--- src/rtl/hex_pkg.sv ---
// Shared types and constants for the 7-segment message scroller.
package hex_pkg;

  // Scroller control states
  typedef enum logic [1:0] {
    IDLE   = 2'd0,
    SCROLL = 2'd1,
    HOLD   = 2'd2
  } state_t;

  // Write-port field positions within wr_data
  localparam int unsigned WR_W         = 5;
  localparam int unsigned WR_BLANK_BIT = 4;
  localparam int unsigned WR_NIB_MSB   = 3;
  localparam int unsigned WR_NIB_LSB   = 0;

  // Number of physical displays
  localparam int unsigned NDISP = 8;

  // Active-low {g,f,e,d,c,b,a}; all segments off
  localparam logic [6:0] SEG_BLANK = 7'h7F;

  // Active-low segment codes for hex digits 0..F
  localparam logic [6:0] SEG_CODE [16] = '{
    7'h40, 7'h79, 7'h24, 7'h30, 7'h19, 7'h12, 7'h02, 7'h78,
    7'h00, 7'h10, 7'h08, 7'h03, 7'h46, 7'h21, 7'h06, 7'h0E
  };

  // One message buffer entry
  typedef struct packed {
    logic       blank;
    logic [3:0] nibble;
  } hex_entry_t;

endpackage

--- src/rtl/hex7seg_decode.sv ---
// Combinational {blank, nibble} to active-low 7-segment code.
module hex7seg_decode
  import hex_pkg::*;
(
  input  logic       blank_i,
  input  logic [3:0] nibble_i,
  output logic [6:0] seg_c
);

  // Blank overrides the digit lookup
  always_comb begin
    seg_c = SEG_CODE[nibble_i];
    if (blank_i) seg_c = SEG_BLANK;
  end

endmodule

--- src/rtl/hex_scroll_ctrl.sv ---
// Message buffer and right-to-left scroller driving eight 7-segment displays.
module hex_scroll_ctrl
  import hex_pkg::*;
#(
  parameter int unsigned CLK_HZ  = 50_000_000,
  parameter int unsigned STEP_MS = 250,
  parameter int unsigned DEPTH   = 16
) (
  input  logic            clk_clk,
  input  logic            reset_reset,
  input  logic            wr_valid,
  output logic            wr_ready,
  input  logic [WR_W-1:0] wr_data,
  input  logic            start,
  input  logic            pause,
  input  logic            stop,
  output logic            busy,
  output logic [6:0]      hex0_export,
  output logic [6:0]      hex1_export,
  output logic [6:0]      hex2_export,
  output logic [6:0]      hex3_export,
  output logic [6:0]      hex4_export,
  output logic [6:0]      hex5_export,
  output logic [6:0]      hex6_export,
  output logic [6:0]      hex7_export
);

  localparam int unsigned STEP_CYCLES = CLK_HZ / 1000 * STEP_MS;
  localparam int unsigned AW          = $clog2(DEPTH);
  localparam int unsigned CW          = AW + 1;
  localparam int unsigned TW          = (STEP_CYCLES > 1) ? $clog2(STEP_CYCLES) : 1;

  state_t          state_q, state_d;
  logic [CW-1:0]   count_q, count_d;
  logic [CW-1:0]   offset_q, offset_d;
  logic [CW-1:0]   offset_inc_c;
  logic [TW-1:0]   tick_q, tick_d;
  logic            wr_ready_q, wr_ready_d;
  logic            busy_q, busy_d;
  logic [6:0]      hex_q [NDISP];
  logic [6:0]      hex_d [NDISP];
  logic [6:0]      disp_seg_c [NDISP];

  hex_entry_t      msg_q [DEPTH];
  logic            msg_we;
  logic [AW-1:0]   msg_waddr;
  hex_entry_t      msg_wdata;

  // Control: buffer writes, state transitions, tick and offset stepping
  always_comb begin
    state_d      = state_q;
    count_d      = count_q;
    offset_d     = offset_q;
    tick_d       = tick_q;
    msg_we       = 1'b0;
    msg_waddr    = count_q[AW-1:0];
    msg_wdata.blank  = wr_data[WR_BLANK_BIT];
    msg_wdata.nibble = wr_data[WR_NIB_MSB:WR_NIB_LSB];
    offset_inc_c = offset_q + CW'(1);

    if (stop) begin
      state_d  = IDLE;
      count_d  = '0;
      offset_d = '0;
      tick_d   = '0;
    end else begin
      unique case (state_q)
        IDLE: begin
          if (wr_valid && wr_ready_q) begin
            msg_we  = 1'b1;
            count_d = count_q + CW'(1);
          end
          // start sees the count including a same-cycle write
          if (start && (count_d != '0)) begin
            state_d  = SCROLL;
            offset_d = '0;
            tick_d   = '0;
          end
        end
        SCROLL: begin
          if (pause) begin
            state_d = HOLD;
          end else if (tick_q == TW'(STEP_CYCLES - 1)) begin
            tick_d = '0;
            if (count_q > CW'(NDISP)) begin
              offset_d = (offset_inc_c == count_q) ? '0 : offset_inc_c;
            end
          end else begin
            tick_d = tick_q + TW'(1);
          end
        end
        HOLD: begin
          if (!pause) state_d = SCROLL;
        end
        default: state_d = IDLE;
      endcase
    end

    wr_ready_d = (state_d == IDLE) && (count_d < CW'(DEPTH));
    busy_d     = (state_d != IDLE);
  end

  // Eight read ports: window position p = 7-k feeds display k
  for (genvar k = 0; k < NDISP; k++) begin : g_disp
    localparam int unsigned P = NDISP - 1 - k;
    logic [CW-1:0] sum_c;
    logic [AW-1:0] idx_c;
    hex_entry_t    entry_c;
    logic [6:0]    seg_c;

    // Wrap the window index with a single compare-and-subtract
    always_comb begin
      sum_c = offset_q + CW'(P);
      idx_c = AW'((sum_c >= count_q) ? (sum_c - count_q) : sum_c);
      entry_c.blank  = 1'b1;
      entry_c.nibble = 4'h0;
      if (count_q > CW'(NDISP)) begin
        entry_c = msg_q[idx_c];
      end else if (CW'(P) < count_q) begin
        entry_c = msg_q[AW'(P)];
      end
    end

    hex7seg_decode u_dec (
      .blank_i  (entry_c.blank),
      .nibble_i (entry_c.nibble),
      .seg_c    (seg_c)
    );

    assign disp_seg_c[k] = seg_c;
  end

  // Display update: blank on stop, track window while active, hold in IDLE
  always_comb begin
    for (int k = 0; k < NDISP; k++) begin
      hex_d[k] = hex_q[k];
      if (stop) begin
        hex_d[k] = SEG_BLANK;
      end else if (state_q != IDLE) begin
        hex_d[k] = disp_seg_c[k];
      end
    end
  end

  // Control and output registers
  always_ff @(posedge clk_clk) begin
    if (reset_reset) begin
      state_q    <= IDLE;
      count_q    <= '0;
      offset_q   <= '0;
      tick_q     <= '0;
      wr_ready_q <= 1'b1;
      busy_q     <= 1'b0;
      for (int k = 0; k < NDISP; k++) hex_q[k] <= SEG_BLANK;
    end else begin
      state_q    <= state_d;
      count_q    <= count_d;
      offset_q   <= offset_d;
      tick_q     <= tick_d;
      wr_ready_q <= wr_ready_d;
      busy_q     <= busy_d;
      for (int k = 0; k < NDISP; k++) hex_q[k] <= hex_d[k];
    end
  end

  // Message buffer; contents are meaningless while count is zero
  always_ff @(posedge clk_clk) begin
    if (msg_we) msg_q[msg_waddr] <= msg_wdata;
  end

  assign wr_ready    = wr_ready_q;
  assign busy        = busy_q;
  assign hex0_export = hex_q[0];
  assign hex1_export = hex_q[1];
  assign hex2_export = hex_q[2];
  assign hex3_export = hex_q[3];
  assign hex4_export = hex_q[4];
  assign hex5_export = hex_q[5];
  assign hex6_export = hex_q[6];
  assign hex7_export = hex_q[7];

endmodule

--- config.mk ---
export PLATFORM = sky130hd
export DESIGN_NAME = hex_scroll_ctrl
export DESIGN_NICKNAME = d
export VERILOG_FILES = /design/src/rtl/hex_pkg.sv /design/src/rtl/hex7seg_decode.sv /design/src/rtl/hex_scroll_ctrl.sv
export SDC_FILE = /design/constraint.sdc
export NUM_CORES = 1
export LEC_CHECK = 0
export ABC_AREA = 1
export CORE_MARGIN = 10
export CORE_UTILIZATION = 44
export DETAILED_ROUTE_END_ITERATION = 6
export GPL_ROUTABILITY_DRIVEN = 0
export HOLD_SLACK_MARGIN = 0.02
export PLACE_DENSITY = 0.6
export SKIP_LAST_GASP = 1
export SLEW_MARGIN = 10
export SYNTH_ARGS = -nofsm -noshare
export SYNTH_HDL_FRONTEND = slang
export SYNTH_SLANG_ARGS = --single-unit
export TNS_END_PERCENT = 20
--- constraint.sdc ---
create_clock -name clk_clk -period 11.75 [get_ports clk_clk]
set_input_delay 2.35 -clock clk_clk [delete_from_list [all_inputs] [get_ports clk_clk]]
set_output_delay 2.35 -clock clk_clk [all_outputs]
set_load 0.005 [all_outputs]
Word-level counts from Yosys, hierarchy flattened
Memories as Yosys holds them, arrays and structs flattened.
Index checks and enable logic that the tools add are counted.
- mux-type cells: 100
- add/subtract/negate cells: 17
- eq/ne operators: 8
- magnitude comparators: 26
- reduce and logical (&&, ||, !) cells: 12
- bitwise logic cells: 16
- operators with widths (kind ; count):
    $mux 7 ; 48
    $mux 5 ; 26
    $mux 24 ; 3
    $pmux 24 s2 ; 1
    $ge 5x5->1 ; 8
    $ge 5x5->1 const B ; 8
    $not 4->5 ; 8
    $mux 4 ; 8
    $sub 4x4->4 ; 8
    $add 24x1->24 const B ; 1
    $eq 24x24->1 const B ; 1
    $add 5x3->5 const B ; 4
    $lt 3x5->1 const A ; 4
    $add 5x1->5 const B ; 2
    $add 5x2->5 const B ; 2
    $lt 1x5->1 const A ; 2
    $lt 2x5->1 const A ; 2
    $pmux 5 s2 ; 1
    $mux 1 ; 8
    $mux 2 ; 4
    $ne 2x2->1 const B ; 4
    $or 1x1->1 ; 8
    $pmux 2 s3 ; 1
    $reduce_bool 2->1 ; 3
    11 further kinds ; 14
- memories kept: 10
- logic and storage cells: 195
- bits in read-only memories: 896
- input port bits: 11
- bits in writable memories: 136
- output and inout port bits: 58
- register bits after elaboration: 38
- memory list (name ; depth ; width ; read ports ; clocked after Yosys merged registers in ; wr ports ; line ; source):
    (no name shown) ; 16 ; 7 ; 1 ; 0 ; 0 ; hex7seg_decode.sv:12 ; seg_c = SEG_CODE[nibble_i];
    (no name shown) ; 16 ; 7 ; 1 ; 0 ; 0 ; hex7seg_decode.sv:12 ;
    (no name shown) ; 16 ; 7 ; 1 ; 0 ; 0 ; hex7seg_decode.sv:12 ;
    (no name shown) ; 16 ; 7 ; 1 ; 0 ; 0 ; hex7seg_decode.sv:12 ;
    (no name shown) ; 16 ; 7 ; 1 ; 0 ; 0 ; hex7seg_decode.sv:12 ;
    (no name shown) ; 16 ; 7 ; 1 ; 0 ; 0 ; hex7seg_decode.sv:12 ;
    +4 memories ; - ; - ; - ; - ; - ; - ;

Logic depth before layout (Yosys ltp)
An unclocked memory read counts as a cell.
- word-level depth: 13
- gate-level depth with buffers: 32
- depth with buffers taken out: 30

Modules after synthesis
A second synthesis with hierarchy kept.
- cells, all modules: 3040
- area, all modules: 18342.6 sq um
- modules (own cells, without submodules) (module ; instances ; seq. area each (sq um) ; area each (sq um) ; cells each):
    hex_scroll_ctrl ; 1 ; 4284.1 ; 16000.3 ; 2632
    hex7seg_decode ; 8 ; 0.0 ; 292.8 ; 51

Worst setup path after synthesis
Ideal clock, no wire load.
- path type: register to register
- start: reg offset_q[1]
- end: mem hex_q[4][0] (netlist: hex_q[1][0])
- arrival: 3.808 ns
- library setup time: 0.115 ns
- buffers on the path: 2
- path slack: 7.828 ns
- cell stages (with the launch flop): 26
- required time: 11.635 ns
- clock period less this slack: 3.922 ns
- path through: dfxtp_1 > inv_1 > ha_1 > inv_1 > ha_1 > nand3_1 > o21a_1 > nand2_4 > nand2_1 > o21ai_1 > buf_2 > buf_2 > nand3_1 > nand3_1 > nand3_1 > nand2_1 > nand2_1 > nand2_1 > inv_1 > ha_1 > inv_1 > nand3_1 > nand3_1 > nand3_1 > nand2_1 > nand2_1
- RTL lines (what ; line ; source):
    from (decl) ; hex_scroll_ctrl.sv:35 ; logic [CW-1:0] offset_q, offset_d;
    from (signal assigned) ; hex_scroll_ctrl.sv:158 ; offset_q <= offset_d;
    to (decl) ; hex_scroll_ctrl.sv:40 ; logic [6:0] hex_q [NDISP];

==> flow_metrics.env <==
export IMPL_post_cts_buffers=0
export IMPL_drtAntennaViolNets=0
export IMPL_synth_simple_gate_area_share_pct=49.3
export IMPL_synthDistinctLibCells=53
export IMPL_maxCapViolations=0
export IMPL_synthMuxAreaShare_pct=0
export IMPL_grt_pass1_vias=18600
export IMPL_r2r_start="offset_q[0]"
export IMPL_final_cell_mix="1,086 x nand2_1, 724 x nand3_1, 194 x inv_1, 94 x dfxtp_1, 89 x a21oi_1"
export IMPL_worstPathArrival_ns=6.20
export IMPL_design_area_um2=19000
export IMPL_h_tree_depth=4
export IMPL_cp_start_kind="register"
export IMPL_synth_compound_area_share_pct=8.32
export IMPL_die_w_um=222
export IMPL_placed_cell_area_um2=18500
export IMPL_clk_path_buf_depth=2
export IMPL_worst_r2r_cell_count=19
export IMPL_worst_pin_slew_ns=1.07
export IMPL_placed_cells=3391
export IMPL_num_nets_final=2979
export IMPL_async_reset_ff_share_pct=0
export IMPL_status="complete, but fails checks"
export IMPL_multi_input_area_um2=11800
export IMPL_yosys_warnings=0
export IMPL_rows=74
export IMPL_crit_end="hex_q[0][15]"
export IMPL_ff_latch_area_um2=4280
export IMPL_r2r_setup_slack_ns=5.94
export IMPL_drtPass1Iterations=7
export IMPL_slew_violations=0
export IMPL_synthAdderAreaFrac_pct=6.42
export IMPL_layout_drive_gt1_share_pct=6.12
export IMPL_insertion_delay_ns=0.51
export IMPL_slew_headroom_pct=28.0
export IMPL_avgSynthCellArea_um2=6.13
export IMPL_root_buffer="clkbuf_16"
export IMPL_cts_tree="done"
export IMPL_worstSetupEndpointType="register"
export IMPL_initial_core_util_pct=44.3
export IMPL_drc=39
export IMPL_grtUsageTotal_pct=28.8
export IMPL_ctsHoldBuffers=0
export IMPL_ir_drop_mv=0.166
export IMPL_synth_edf_count=80
export IMPL_setup_tns_ns=0
export IMPL_fin_crit_ns=5.81
export IMPL_synth_area_um2=18000
export IMPL_wl_per_cell_um=21.5
export IMPL_synth_cells=2936
export IMPL_drt_initial_drc_count=3068
export IMPL_antenna_cells=0
export IMPL_cp_required_ns=12.14
export IMPL_area_growth_syn_to_layout_pct=5.67
export IMPL_path_class="reg -> reg"
export IMPL_die_area_um2=49400
export IMPL_clkTransAtPathRegs_ns=0.08
export IMPL_fmax_mhz=172
export IMPL_vias_per_cell=6.03
export IMPL_antenna_found_initial=0
export IMPL_crit_start="offset_q[0]"
export IMPL_synth_xor_area_share_pct=1.26
export IMPL_wirelength_um=73500
export IMPL_violations="DRC"
export IMPL_grt_overflow=0
export IMPL_hold_viol=0
export IMPL_powerDensity_nw_per_um2=147
export IMPL_hold_class="reg -> reg"
export IMPL_grt_max_degree=58
export IMPL_path_max_fanout=17
export IMPL_clock_skew_final_ns=0.0266
export IMPL_fin_crit_sh_pct=49.5
export IMPL_setup_violations_final=0
export IMPL_reg2reg_to="hex_q[0][15]"
export IMPL_port_buffers=68
export IMPL_io_pins=69
export IMPL_yosysSeqAreaShare_pct=23.8
export IMPL_cts_sinks=174
export IMPL_grt_pass1_wl_um=112000
export IMPL_coreArea_um2=40600
export IMPL_post_cts_resized=0
export IMPL_p_leak_nw=8.25
export IMPL_fin_cells=3423
export IMPL_syn_num_nets=3037
export IMPL_synth_seq_cells=174
export IMPL_layout_commonest_cell="nand2_1"
export IMPL_vias=20600
export IMPL_nFillCells=4189
export IMPL_numCtsBuffers=17
export IMPL_dpl_hpwl_um=52500
export IMPL_die_h_um=222
export IMPL_synth_top_family_by_area="simple AND/OR/NAND/NOR gates"
export IMPL_final_core_util_pct=46.8
export IMPL_grt_setup_unrepaired="false"
export IMPL_synthFlopType="dfxtp_1"
==> through the flow <==
step	setup slack [ns]	hold slack (ns)	total power [mW]
2_1_floorplan	7.83	0.422	1.84
3_3_place_gp	6.23	0.443	2.13
3_5_place_dp	6.20	0.446	2.15
4_1_cts	6.18	0.459	2.74
5_1_grt	5.68	0.502	2.96
6_report	5.94	0.452	2.79
==> sequential cells by signal (all words and copies together), names as in the netlist <==
register and flops:
msg_q 80, hex_q 56, tick_q 24, count_q 5, offset_q 5, state_q 2, busy 1, wr_ready 1
==> cell families (layout without fill, tap and decap cells) <==
logic type	count (synthesis)	in the layout
fa+ha+maj	90	90
compound gates	241	241
simple gates	2007	2007
buf+inv	398	353
flops	174	174
xor+xnor	26	26
==> Yosys cell counts, types with 31 or more instances <==
library cell / instances / area, um^2
nor2_1: 74 / 278
dfxtp_1: 94 / 1880
nand2_1: 1086 / 4080
inv_1: 196 / 736
edfxtp_1: 80 / 2400
ha_1: 86 / 1080
buf_6: 32 / 360
a21oi_1: 89 / 445
nand3_1: 724 / 3620
o211ai_1: 47 / 353
o21ai_1: 33 / 165
nand2_2: 31 / 194
clkbuf_1: 33 / 124
buf_4: 38 / 285
buf_2: 66 / 330
==> routing by layer <==
metal	global-route usage [%]	share of wire [%]
met1	35.9	39
met2	42.7	42
met3	8.43	12
met4	17.8	6.9
met5	0	0
==> how the worst min path moves through the flow <==
stage | startpoint | endpoint | slack (ns) | cells after the start
floorplan | tick_q[22] | tick_q[22] | 0.42 | 1
global placement | tick_q[22] | tick_q[22] | 0.44 | 1
detailed placement | tick_q[22] | tick_q[22] | 0.45 | 1
CTS | tick_q[22] | tick_q[22] | 0.46 | 1
global route | hex_q[0][3] | hex_q[0][3] | 0.50 | 2
finish | tick_q[22] | tick_q[22] | 0.45 | 1
==> layout make-up <==
| cell class | instances | share of cell area (%) |
|---|---|---|
| multi-input combinational | 2364 | 61.8 |
| tap | 532 | 3.50 |
| inverter | 224 | 4.42 |
| timing repair buffer | 97 | 4.72 |
| sequential | 174 | 22.5 |
| clock buffer | 17 | 2.24 |
| clock inverter | 15 | 0.796 |
==> critical path, cell delays in order (launching register included) <==
cell and delay [ns]:
dfxtp_1 0.82, inv_1 0.53, ha_1 0.90, inv_2 0.35, nand2_1 0.17, nor2_1 0.06, nand2_1 0.14, nand3_4 0.16
o21ai_1 0.86, inv_1 0.34, nand3_1 0.19, nand2_1 0.13, a21oi_1 0.35, ha_1 0.32, nand3_1 0.09, nand2_1 0.05
inv_1 0.05, nand2_1 0.05, nand2_1 0.05, nand2_1 0.05
==> report_power, final <==
group	switching, mW	total [mW]	internal, mW
combinational	1.10	1.56	0.458
clock	0.283	0.581	0.298
sequential	0.0139	0.655	0.641
Note: power is estimated with default switching activity, not from simulation.
